<file path="src/rtl/ranging_uart_pkg.sv">
// Shared constants, FSM state encoding and helpers for the ranging UART line transmitter.
package ranging_uart_pkg;

  localparam logic [7:0] ASCII_ZERO  = 8'h30;
  localparam logic [7:0] ASCII_SPACE = 8'h20;
  localparam logic [7:0] ASCII_QMARK = 8'h3F;
  localparam logic [7:0] ASCII_C     = 8'h63;
  localparam logic [7:0] ASCII_M     = 8'h6D;
  localparam logic [7:0] ASCII_I     = 8'h69;
  localparam logic [7:0] ASCII_N     = 8'h6E;
  localparam logic [7:0] ASCII_CR    = 8'h0D;
  localparam logic [7:0] ASCII_LF    = 8'h0A;

  // Clocks per bit from a 50 MHz system clock.
  localparam int BAUD_DIV_9600   = 5208;
  localparam int BAUD_DIV_115200 = 434;

  typedef enum logic [2:0] {
    ST_IDLE   = 3'd0,
    ST_LOAD   = 3'd1,
    ST_START  = 3'd2,
    ST_DATA   = 3'd3,
    ST_PARITY = 3'd4,
    ST_STOP   = 3'd5
  } state_e;

  // BCD nibble to printable character; A..F are flagged as '?'.
  function automatic logic [7:0] digit_ascii(input logic [3:0] nib);
    if (nib > 4'd9) begin
      return ASCII_QMARK;
    end
    return ASCII_ZERO + {4'd0, nib};
  endfunction

endpackage

</file>
<file path="src/rtl/ranging_uart_baud_gen.sv">
// Bit-period generator: counts 0..BAUD_DIV-1 while enabled and ticks on the last count.
module ranging_uart_baud_gen #(
  parameter int BAUD_DIV = 16
) (
  input  logic clk_i,
  input  logic rst_ni,
  input  logic en_i,
  input  logic restart_i,
  output logic tick_o
);

  localparam int CW = $clog2(BAUD_DIV);
  localparam logic [CW-1:0] LAST_CNT = CW'(BAUD_DIV - 1);

  logic [CW-1:0] cnt_q;
  logic [CW-1:0] cnt_d;

  always_comb begin
    cnt_d = cnt_q;
    if (restart_i || !en_i) begin
      cnt_d = '0;
    end else if (cnt_q == LAST_CNT) begin
      cnt_d = '0;
    end else begin
      cnt_d = cnt_q + CW'(1);
    end
  end

  assign tick_o = en_i && !restart_i && (cnt_q == LAST_CNT);

  always_ff @(posedge clk_i) begin
    if (!rst_ni) begin
      cnt_q <= '0;
    end else begin
      cnt_q <= cnt_d;
    end
  end

endmodule

</file>
<file path="src/rtl/ranging_uart_frame_tx.sv">
// Sends a packed BCD distance as an ASCII line "<digits> cm|in\r\n" over UART.
// Define RANGING_UART_PARITY_EN to insert an even parity bit after the data bits.
module ranging_uart_frame_tx
  import ranging_uart_pkg::*;
#(
  parameter int NUM_DIGITS = 3,
  parameter int BAUD_DIV   = BAUD_DIV_9600,
  parameter int DATA_BITS  = 8,
  parameter int STOP_BITS  = 1
) (
  input  logic                    Clk_i,
  input  logic                    Reset_i,
  input  logic                    Data_available_i,
  input  logic [4*NUM_DIGITS-1:0] Data_i,
  input  logic                    cm_or_inch_i,
  output logic                    Busy_o,
  output logic                    Done_o,
  output logic                    Tx_o
);

  localparam int NUM_CHARS = NUM_DIGITS + 5;
  localparam int CI_W      = $clog2(NUM_CHARS);
  localparam int BI_W      = $clog2(DATA_BITS + 1);

  localparam logic [CI_W-1:0] IDX_SPACE = CI_W'(NUM_DIGITS);
  localparam logic [CI_W-1:0] IDX_UNIT0 = CI_W'(NUM_DIGITS + 1);
  localparam logic [CI_W-1:0] IDX_UNIT1 = CI_W'(NUM_DIGITS + 2);
  localparam logic [CI_W-1:0] IDX_CR    = CI_W'(NUM_DIGITS + 3);
  localparam logic [CI_W-1:0] IDX_LAST  = CI_W'(NUM_CHARS - 1);

  localparam logic [BI_W-1:0] LAST_DATA_BIT = BI_W'(DATA_BITS - 1);
  localparam logic [BI_W-1:0] LAST_STOP_BIT = BI_W'(STOP_BITS - 1);

  localparam logic [2:0] S_IDLE   = ST_IDLE;
  localparam logic [2:0] S_LOAD   = ST_LOAD;
  localparam logic [2:0] S_START  = ST_START;
  localparam logic [2:0] S_DATA   = ST_DATA;
  localparam logic [2:0] S_STOP   = ST_STOP;
`ifdef RANGING_UART_PARITY_EN
  localparam logic [2:0] S_PARITY = ST_PARITY;
  localparam logic [7:0] DATA_MASK = (DATA_BITS == 8) ? 8'hFF : 8'h7F;
`endif

  logic [2:0]              state_q,    state_d;
  logic [4*NUM_DIGITS-1:0] data_q,     data_d;
  logic                    unit_q,     unit_d;
  logic [CI_W-1:0]         char_idx_q, char_idx_d;
  logic [BI_W-1:0]         bit_idx_q,  bit_idx_d;
  logic                    tx_q,       tx_d;
  logic                    busy_q,     busy_d;
  logic                    done_q,     done_d;

  logic                    tick;
  logic [CI_W-1:0]         first_idx;
  logic [7:0]              char_byte;
  logic [7:0]              char_shift;
`ifdef RANGING_UART_PARITY_EN
  logic                    parity_bit;
`endif

  ranging_uart_baud_gen #(
    .BAUD_DIV (BAUD_DIV)
  ) u_baud_gen (
    .clk_i     (Clk_i),
    .rst_ni    (Reset_i),
    .en_i      (state_q != S_IDLE),
    .restart_i (state_q == S_LOAD),
    .tick_o    (tick)
  );

  // Leading-zero suppression: the LSD is always shown, invalid nibbles count as nonzero.
  always_comb begin
    first_idx = CI_W'(NUM_DIGITS - 1);
    for (int i = NUM_DIGITS - 1; i >= 0; i--) begin
      if (data_q[4*(NUM_DIGITS-1-i) +: 4] != 4'd0) begin
        first_idx = CI_W'(i);
      end
    end
  end

  always_comb begin
    char_byte = ASCII_LF;
    if (char_idx_q < IDX_SPACE) begin
      for (int i = 0; i < NUM_DIGITS; i++) begin
        if (char_idx_q == CI_W'(i)) begin
          char_byte = digit_ascii(data_q[4*(NUM_DIGITS-1-i) +: 4]);
        end
      end
    end else if (char_idx_q == IDX_SPACE) begin
      char_byte = ASCII_SPACE;
    end else if (char_idx_q == IDX_UNIT0) begin
      char_byte = unit_q ? ASCII_I : ASCII_C;
    end else if (char_idx_q == IDX_UNIT1) begin
      char_byte = unit_q ? ASCII_N : ASCII_M;
    end else if (char_idx_q == IDX_CR) begin
      char_byte = ASCII_CR;
    end
  end

  assign char_shift = char_byte >> bit_idx_q;
`ifdef RANGING_UART_PARITY_EN
  assign parity_bit = ^(char_byte & DATA_MASK);
`endif

  // Tx is registered from the current state, so the line lags the FSM by one clock.
  always_comb begin
    state_d    = state_q;
    data_d     = data_q;
    unit_d     = unit_q;
    char_idx_d = char_idx_q;
    bit_idx_d  = bit_idx_q;
    tx_d       = 1'b1;
    case (state_q)
      S_IDLE: begin
        if (Data_available_i && !done_q) begin
          data_d  = Data_i;
          unit_d  = cm_or_inch_i;
          state_d = S_LOAD;
        end
      end
      S_LOAD: begin
        char_idx_d = first_idx;
        bit_idx_d  = '0;
        state_d    = S_START;
      end
      S_START: begin
        tx_d = 1'b0;
        if (tick) begin
          bit_idx_d = '0;
          state_d   = S_DATA;
        end
      end
      S_DATA: begin
        tx_d = char_shift[0];
        if (tick) begin
          if (bit_idx_q == LAST_DATA_BIT) begin
            bit_idx_d = '0;
`ifdef RANGING_UART_PARITY_EN
            state_d   = S_PARITY;
`else
            state_d   = S_STOP;
`endif
          end else begin
            bit_idx_d = bit_idx_q + BI_W'(1);
          end
        end
      end
`ifdef RANGING_UART_PARITY_EN
      S_PARITY: begin
        tx_d = parity_bit;
        if (tick) begin
          state_d = S_STOP;
        end
      end
`endif
      S_STOP: begin
        tx_d = 1'b1;
        if (tick) begin
          if (bit_idx_q == LAST_STOP_BIT) begin
            bit_idx_d = '0;
            if (char_idx_q == IDX_LAST) begin
              char_idx_d = '0;
              state_d    = S_IDLE;
            end else begin
              char_idx_d = char_idx_q + CI_W'(1);
              state_d    = S_START;
            end
          end else begin
            bit_idx_d = bit_idx_q + BI_W'(1);
          end
        end
      end
      default: begin
        state_d = S_IDLE;
      end
    endcase
  end

  assign busy_d = (state_d != S_IDLE);
  assign done_d = (state_q == S_STOP) && (state_d == S_IDLE);

  always_ff @(posedge Clk_i) begin
    if (!Reset_i) begin
      state_q    <= S_IDLE;
      data_q     <= '0;
      unit_q     <= 1'b0;
      char_idx_q <= '0;
      bit_idx_q  <= '0;
      tx_q       <= 1'b1;
      busy_q     <= 1'b0;
      done_q     <= 1'b0;
    end else begin
      state_q    <= state_d;
      data_q     <= data_d;
      unit_q     <= unit_d;
      char_idx_q <= char_idx_d;
      bit_idx_q  <= bit_idx_d;
      tx_q       <= tx_d;
      busy_q     <= busy_d;
      done_q     <= done_d;
    end
  end

  assign Busy_o = busy_q;
  assign Done_o = done_q;
  assign Tx_o   = tx_q;

endmodule

</file>
<file path="config.mk">
export PLATFORM = sky130hd
export DESIGN_NAME = ranging_uart_frame_tx
export DESIGN_NICKNAME = d
export VERILOG_FILES = /design/src/rtl/ranging_uart_pkg.sv /design/src/rtl/ranging_uart_baud_gen.sv /design/src/rtl/ranging_uart_frame_tx.sv
export SDC_FILE = /design/constraint.sdc
export NUM_CORES = 1
export LEC_CHECK = 0
export CAP_MARGIN = 30
export CORE_MARGIN = 3
export CORE_UTILIZATION = 35
export DETAILED_ROUTE_END_ITERATION = 12
export PLACE_DENSITY = 0.64
export SLEW_MARGIN = 20
export SYNTH_ARGS = -nofsm -noshare
export SYNTH_HDL_FRONTEND = slang
export SYNTH_HIERARCHICAL = 1
export SYNTH_SLANG_ARGS = --single-unit
</file>
<file path="constraint.sdc">
create_clock -name Clk_i -period 2.8 [get_ports Clk_i]
set_input_delay 0.28 -clock Clk_i [delete_from_list [all_inputs] [get_ports Clk_i]]
set_output_delay 0.28 -clock Clk_i [all_outputs]
set_load 0.02 [all_outputs]
</file>
Word level (Yosys, flattened, before mapping)
Index checks and enable logic that the tools add are counted.
- register bits after elaboration: 39
- output and inout port bits: 3
- add/subtract/negate cells: 6
- $lt $le $gt $ge: 4
- equality and inequality tests: 17
- shifts and indexed selects: 1
- multiplexer cells: 46
- bitwise operators: 1
- reduce and logical (&&, ||, !) cells: 22
- operators with widths (cell ; number):
    8-bit two-way mux ; 10
    3-bit two-way mux ; 11
    4-bit two-way mux ; 6
    6-bit by 4-bit adder with 7-bit output (first input constant) ; 3
    7-bit two-way mux ; 3
    4-bit one-hot mux with 4 select lines ; 1
    3-bit == test (second input constant) ; 5
    3-bit one-hot mux with 5 select lines ; 1
    13-bit by 1-bit adder with 13-bit output (second input constant) ; 1
    13-bit == test (second input constant) ; 1
    3-bit by 2-bit == test with 1-bit output (second input constant) ; 4
    4-bit > comparator (second input constant) ; 3
    4-bit nonzero test ; 3
    3-bit logical NOT ; 3
    1-bit two-way mux ; 9
    2-bit inequality test (second input constant) ; 4
    8-bit by 4-bit >> shifter with 1-bit output ; 1
    3-bit by 1-bit == test with 1-bit output (second input constant) ; 2
    2-bit two-way mux ; 3
    3-bit one-hot mux with 2 select lines ; 1
    3-bit nonzero test ; 2
    4-bit by 1-bit adder with 4-bit output (second input constant) ; 1
    4-bit by 3-bit == test with 1-bit output (second input constant) ; 1
    1-bit logical AND ; 4
    other kinds (12) ; 14

Depth between registers and ports, before layout
Gate-level depths: netlist of the first run.
- depth in word-level cells: 11
- depth in mapped cells: 10
- mapped depth without buffers: 10

By module
The synthesis of the first run kept the hierarchy.
- by module, submodules not included (module ; instances ; cells an instance ; area each (µm²) ; sequential area each (µm²)):
    ranging_uart_frame_tx ; 1 ; 189 ; 1622.8 ; 520.5
    ranging_uart_baud_gen ; 1 ; 67 ; 600.6 ; 260.2

Least setup slack after synthesis of the first run
Ideal clock, no wire load.
- kind: reg2reg
- start point: reg u_baud_gen.cnt_q[0]
- end point: reg bit_idx_q[2]
- library setup time: 76 ps
- arrival time: 2380 ps
- data required time: 2724 ps
- setup slack: 344 ps
- stages on the path, launching flop included: 10
- path buffers: 0
- cells stage by stage: dfxtp_1 ha_1 and4_2 nand3_1 nor3b_1 nand2_1 a21oi_1 a21oi_1 or4b_2 a21boi_0
- word-level cells in the longest chain between the ends: 4
- elaborated cells on any way between the ends: 6
- RTL lines (what ; line ; RTL):
    from (decl) ; ranging_uart_baud_gen.sv:15 ; logic [CW-1:0] cnt_q;
    from (signal assigned) ; ranging_uart_baud_gen.sv:35 ; cnt_q <= cnt_d;
    13-bit == test (*) ; ranging_uart_baud_gen.sv:29 ; assign tick_o = en_i && !restart_i && (cnt_q == LAST_CNT);
    1-bit logical AND (*) ; ranging_uart_baud_gen.sv:29 ;
    via tick ; ranging_uart_frame_tx.sv:53 ; logic tick;
    2-bit inequality test (no source line) ; - ;
    4-bit AND reduction (no source line) (*) ; - ;
    to (signal assigned) ; ranging_uart_frame_tx.sv:197 ; bit_idx_q <= bit_idx_d;
    to (decl) ; ranging_uart_frame_tx.sv:48 ; logic [BI_W-1:0] bit_idx_q, bit_idx_d;
The timed path passes the listed nets; every way through them passes the cells marked *.
A chain may end at the register's enable or synchronous reset.

Final worst setup path of the first run
Same ends and word-level chain as after synthesis.

==> metrics.yaml, run 1 <==
final_cell_area_sq_um: 2544
drive_gt1_share_pct: 8.000
cts_buffers: 5
hold_depth: 1
whs_ns: 0.4755
outcome: "completed"
via_per_inst: 5.457
r2r-start: "u_baud_gen/cnt_q[0]$_SDFF_PP0_"
dpl.hpwl_um: 3406
area_delta_synth_final_pct: 14.41
path_clk_slew_ns: 0.08
ys_warn_count: 6
grt_pass1_wl_um: 8342
htreeDepth: 2
place_area_sq_um: 2454
synthesis.nets: 281
tns_ns: 0
grt_max_degree: 28
worstMarginPinSlew_ns: 0.4348
critical_path.top_delay_family: "simple AND/OR/NAND/NOR gates"
synth_top_family_by_area: "simple AND/OR/NAND/NOR gates"
synth_fa_ha_area_share_pct: 5.065
crit_type: "reg -> reg"
grt_pass1_vias: 1772
synth_area_leader_cell: "dfxtp_1"
yosysSeqAreaShare_pct: 35.12
routabilityCongestion: 0.8151
hold_class: "reg -> reg"
syn-instance-count: 256
utilization_pct: 42.21
cp_max_fo: 6
r2r_end: "bit_idx_q[2]$_SDFFE_PN0P_"
yosysTopAreaCellShare_pct: 35.12
chipWidth_um: 85.70
path_buf_inv: 0
synth.most_common_cell: "dfxtp_1"
synthDistinctLibCells: 54
fmax_mhz: 394.3
ctsRootBufferMaster: "clkbuf_8"
synth_edf_count: 0
wire_per_inst_um: 13.70
crit_slowest_cell: "or4b_2"
synthSimpleGateAreaFrac_pct: 25.55
critPathLaunchType: "register"
hold_violations: 0
drv_slew: 0
start_util_pct: 36.90
cp.required_ns: 3.03
worstSkewPairLatency_ns: 0.30
clock_path_buffers: 2
min_period_over_period_pct: 90.57
syn_area_sq_um: 2223
ys_seq_elements: 39
leakage_uw: 0.0009302
grt.total_usage_pct: 13.86
clock_sinks: 39
reg2reg_depth: 9
antenna_found_initial: 0
muxShareOfSynthArea_pct: 6.359
arrival_ns: 2.76
drt-initial-drc-count: 161
synth_compound_area_share_pct: 22.06
worst_hold_path.endpoint: "u_baud_gen/cnt_q[0]$_SDFF_PP0_"
finalNetCount: 299
via_count: 1910
peakVddDrop_uv: 222.9
r2r_slack_ns: 0.26
crit_chain: "ha_1, and4_2, nand3_1, nor3b_2, nand2_1, a21oi_1, a21oi_1, or4b_2, a21boi_0"
power_density_nw_per_um2: 457.7
synth-main-ff-cell: "dfxtp_1"
finalWirelength_um: 4795
cp-end-kind: "register"
rows: 28
first_pass_iters: 4
io_pins: 19
portBuffers: 18
maxSlewHeadroom_pct: 70.75
tritoncts: "yes"
synth_xor_area_share_pct: 1.182
clock_skew_ns: 0.009289
num_antenna_cells: 0
async_flop_share_pct: 0
fin_crit_ns: 2.536
drc: 0
synthTopCellsByCount: "dfxtp_1 (39), nor2b_1 (19), a21oi_1 (18), nand2_1 (18), o21ai_0 (17)"
dieHeight_um: 85.70
cp_slowest_stage_delay_ns: 0.65
maxCapViolCount: 0
overflow: 0
setup_violations: 0
crit_top_cell: "a21oi_1"
die_area_sq_um: 7344
rsz0062_at_grt: "no"
coreArea_sq_um: 6026
min_from: "u_baud_gen/cnt_q[0]$_SDFF_PP0_"
synthTopCellsByArea: "dfxtp_1 (35%), mux2i_1 (5.9%), nor2b_1 (5.3%)"
syn-mean-instance-area_sq_um: 8.685
ant_nets: 0
flip-flops by register name (all words and copies together) (netlist names):
name / flops
Busy_o: 1
Done_o: 1
Tx_o: 1
bit_idx_q: 4
char_idx_q: 3
data_q: 12
state_q: 3
u_baud_gen/cnt_q: 13
unit_q: 1
worst max-delay path by stage:
stage	from	end	depth (start not counted)
4_1_cts	u_baud_gen/cnt_q[0]$_SDFF_PP0_	bit_idx_q[2]$_SDFFE_PN0P_	9
6_report	u_baud_gen/cnt_q[0]$_SDFF_PP0_	bit_idx_q[2]$_SDFFE_PN0P_	9
2_1_floorplan	u_baud_gen/cnt_q[0]$_SDFF_PP0_	bit_idx_q[2]$_SDFFE_PN0P_	9
3_5_place_dp	u_baud_gen/cnt_q[0]$_SDFF_PP0_	bit_idx_q[2]$_SDFFE_PN0P_	9
3_3_place_gp	u_baud_gen/cnt_q[0]$_SDFF_PP0_	bit_idx_q[2]$_SDFFE_PN0P_	9
5_1_grt	u_baud_gen/cnt_q[0]$_SDFF_PP0_	bit_idx_q[2]$_SDFFE_PN0P_	9
placed cells by master (no fill, tap or decap), types with 5 or more instances in the layout:
| master | count |
|---|---|
| dfxtp_1 | 39 |
| nor2b_1 | 19 |
| nand2_1 | 18 |
| a21oi_1 | 18 |
| clkdlybuf4s50_1 | 18 |
| o21ai_0 | 17 |
| mux2i_1 | 13 |
| nor2_1 | 13 |
| inv_1 | 10 |
| ha_1 | 9 |
| nand2b_1 | 5 |
| nand3_1 | 5 |
| o31ai_1 | 5 |
| clkbuf_8 | 5 |
power breakdown:
part	total [uW]	internal (uW)	switching, uW	leakage [uW]
clock	379	174	205	0.0000412
sequential	605	577	27.9	0.000318
combinational	180	93.9	86.2	0.000571
total	1160	845	319	0.000930
metrics by stage:
stage	cells	setup WS [ns]	power [uW]
6_report	350	0.2640	1164
5_1_grt	350	0.05964	1225
4_1_cts	350	0.2074	1178
3_5_place_dp	342	0.2186	797.6
3_3_place_gp	342	0.3561	795.7
2_1_floorplan	256	0.3444	745.3
repair_timing:
item | 4_1_cts | 5_1_grt
gates resized for setup | 0 | 1
buffers inserted | 0 | 0
setup endpoints to repair | 0 | 1
hold buffers | 0 | 0
final cells by class:
class,count,area (sq um)
tap,75,93.84
timing repair buffer,21,202.7
sequential,39,780.7
clock buffer,6,72.57
clock inverter,2,12.51
fill,624,3482
multi-input combinational,197,1344
inverter,10,37.54
cell families (layout without fill, tap and decap cells):
group | Yosys count | after routing
fa+ha+maj | 9 | 9
mux | 14 | 14
xor+xnor | 3 | 3
compound gates | 74 | 74
simple gates | 97 | 97
buf+inv | 20 | 39
flops | 39 | 39
routing by layer:
layer  wire length [um]  share of wire (%)  GRT usage [%]  vias to the layer above
met5                  0                  0              0                        -
met4                 72                1.5          4.892                        0
met3                175                3.6          2.978                        7
met2               1957                 41          19.14                       36
met1               2590                 54          20.95                      884
li1                   -                  -              -                      983
No activity file was read; power rests on OpenSTA's default activity.
==> run 2: changes to the inputs <==
Settings changed: SLEW_MARGIN 20 to 30.
==> results of run 2 <==
The final DEF is identical to that of run 1; final timing and power are the same.
==> run 3: changes to the inputs <==
Settings changed: PLACE_DENSITY 0.64 to default, PLACE_DENSITY_LB_ADDON from default to 0.05.
==> run 3 against run 2 <==
Net effect: largest cell class unchanged; wire length increased by 2.9%; highest routed layer unchanged; flip-flop and latch count unchanged; final cell count increased by 0.29%; hold slack got worse by 0.011 ns; maximum frequency about the same; non-clock buffer count increased by 1; combinational power about the same; design area increased by 0.84%; power increased by 2.8%.
==> metrics.yaml, run 3 (synthesis gave the netlist of run 1 again) <==
critical_path.top_delay_family: "simple AND/OR/NAND/NOR gates"
hold_class: "reg -> reg"
stdcell_count: 351
portBuffers: 18
htreeDepth: 2
hold_violations: 0
worstSkewPairLatency_ns: 0.30
grt_pass1_vias: 1779
io_pins: 19
cp_slowest_stage_delay_ns: 0.66
via_per_inst: 5.325
crit_top_cell: "a21oi_1"
layout_common_cells: "dfxtp_1 (39), nor2b_1 (19), nand2_1 (18), a21oi_1 (18), clkdlybuf4s50_1 (18)"
rows: 28
arrival_ns: 2.76
fmax_mhz: 393.9
antenna_found_initial: 0
area_delta_synth_final_pct: 15.36
post_cts.repair.setup_buffers: 0
utilization_pct: 42.57
via_count: 1869
coreArea_sq_um: 6026
peakVddDrop_uv: 302.9
comb_power_share_pct: 15.2
path_clk_slew_ns: 0.08
cts_buffers: 5
finalWirelength_um: 4935
cts_resized: 0
hold_depth: 1
maxCapViolCount: 0
clock_path_buffers: 2
cp.required_ns: 3.02
rsz0062_at_grt: "no"
sw_frac_of_total_pct: 27.12
p_int_uw: 872.1
drt-initial-drc-count: 70
top_register: "u_baud_gen/cnt_q"
critPathLaunchType: "register"
drc: 0
clock_skew_ns: 0.006388
whs_ns: 0.4645
cp_max_fo: 6
dpl.hpwl_um: 3700
num_antenna_cells: 0
drv_slew: 0
switching_power_uw: 324.5
r2r_end: "bit_idx_q[2]$_SDFFE_PN0P_"
wire_per_inst_um: 14.06
power_density_nw_per_um2: 466.5
sequentialPowerShare_pct: 50.5
placedCellCount: 343
reg_top3: "u_baud_gen/cnt_q (13), data_q (12), bit_idx_q (4)"
crit_slowest_cell: "or4b_2"
grt.total_usage_pct: 14.14
fin_crit_ns: 2.539
final_cell_area_sq_um: 2565
drive_gt1_share_pct: 8.696
start_util_pct: 36.90
routabilityCongestion: 0.7727
die_area_sq_um: 7344
largest_register_ffs: 13
cp-end-kind: "register"
tritoncts: "yes"
pwr-share-clk_pct: 34.3
leakage_uw: 0.0009418
cts_hold_buffers: 0
path_buf_inv: 0
reg2reg_depth: 9
chipWidth_um: 85.70
grt_pass1_wl_um: 8390
r2r_slack_ns: 0.26
ant_nets: 0
crit_chain: "ha_1, and4_2, nand3_1, nor3b_2, nand2_1, a21oi_1, a21oi_1, or4b_2, a21boi_0"
crit_type: "reg -> reg"
overflow: 0
worst_hold_path.endpoint: "u_baud_gen/cnt_q[0]$_SDFF_PP0_"
final_common_cell: "dfxtp_1"
r2r-start: "u_baud_gen/cnt_q[0]$_SDFF_PP0_"
tns_ns: 0
ctsRootBufferMaster: "clkbuf_8"
outcome: "completed"
clock_sinks: 39
maxSlewHeadroom_pct: 70.43
worstMarginPinSlew_ns: 0.4435
min_from: "u_baud_gen/cnt_q[0]$_SDFF_PP0_"
grt_max_degree: 19
dieHeight_um: 85.70
finalNetCount: 300
min_period_over_period_pct: 90.66
setup_violations: 0
place_area_sq_um: 2461
first_pass_iters: 4
[run 3: metal layers]
metal  up-vias  GRT usage, %  share of wire (%)
li1        992             -                  -
met1       844         18.06                 48
met2        27         23.38                 47
met3         6         3.842                3.6
met4         0         4.029                1.2
met5         -             0                  0
[run 3: area by class of cell]
type | instances | area (sq um)
Multi-Input combinational cell | 197 | 1344
Tap cell | 75 | 93.84
Fill cell | 627 | 3461
Clock inverter | 2 | 16.27
Clock buffer | 6 | 82.58
Inverter | 10 | 37.54
Timing Repair Buffer | 22 | 210.2
Sequential cell | 39 | 780.7
[run 3: stage by stage]
step / power (uW) / worst slack (ns)
3_3_place_gp: 801.8 / 0.2591
6_report: 1197 / 0.2615
2_1_floorplan: 745.3 / 0.3444
3_5_place_dp: 801.2 / 0.2263
5_1_grt: 1272 / 0.03099
4_1_cts: 1222 / 0.1942
[run 3: how the worst max path moves through the flow]
stage	endpoint	cells past startpoint	from	slack (ns)
after floorplan	bit_idx_q[2]$_SDFFE_PN0P_	9	u_baud_gen/cnt_q[0]$_SDFF_PP0_	0.34
after global placement	bit_idx_q[2]$_SDFFE_PN0P_	9	u_baud_gen/cnt_q[0]$_SDFF_PP0_	0.26
after detailed placement	bit_idx_q[2]$_SDFFE_PN0P_	9	u_baud_gen/cnt_q[0]$_SDFF_PP0_	0.23
after CTS	bit_idx_q[2]$_SDFFE_PN0P_	9	u_baud_gen/cnt_q[0]$_SDFF_PP0_	0.19
after global routing	bit_idx_q[2]$_SDFFE_PN0P_	8	u_baud_gen/cnt_q[3]$_SDFF_PP0_	0.03
final	bit_idx_q[2]$_SDFFE_PN0P_	9	u_baud_gen/cnt_q[0]$_SDFF_PP0_	0.26
[run 3: power groups by stage]
stage	clock (uW)	sequential, uW	combinational, uW
after floorplan	0	610	135
after global placement	0	617	184
after detailed placement	0	618	183
after CTS	433	605	184
after global routing	457	609	206
final	410	604	182
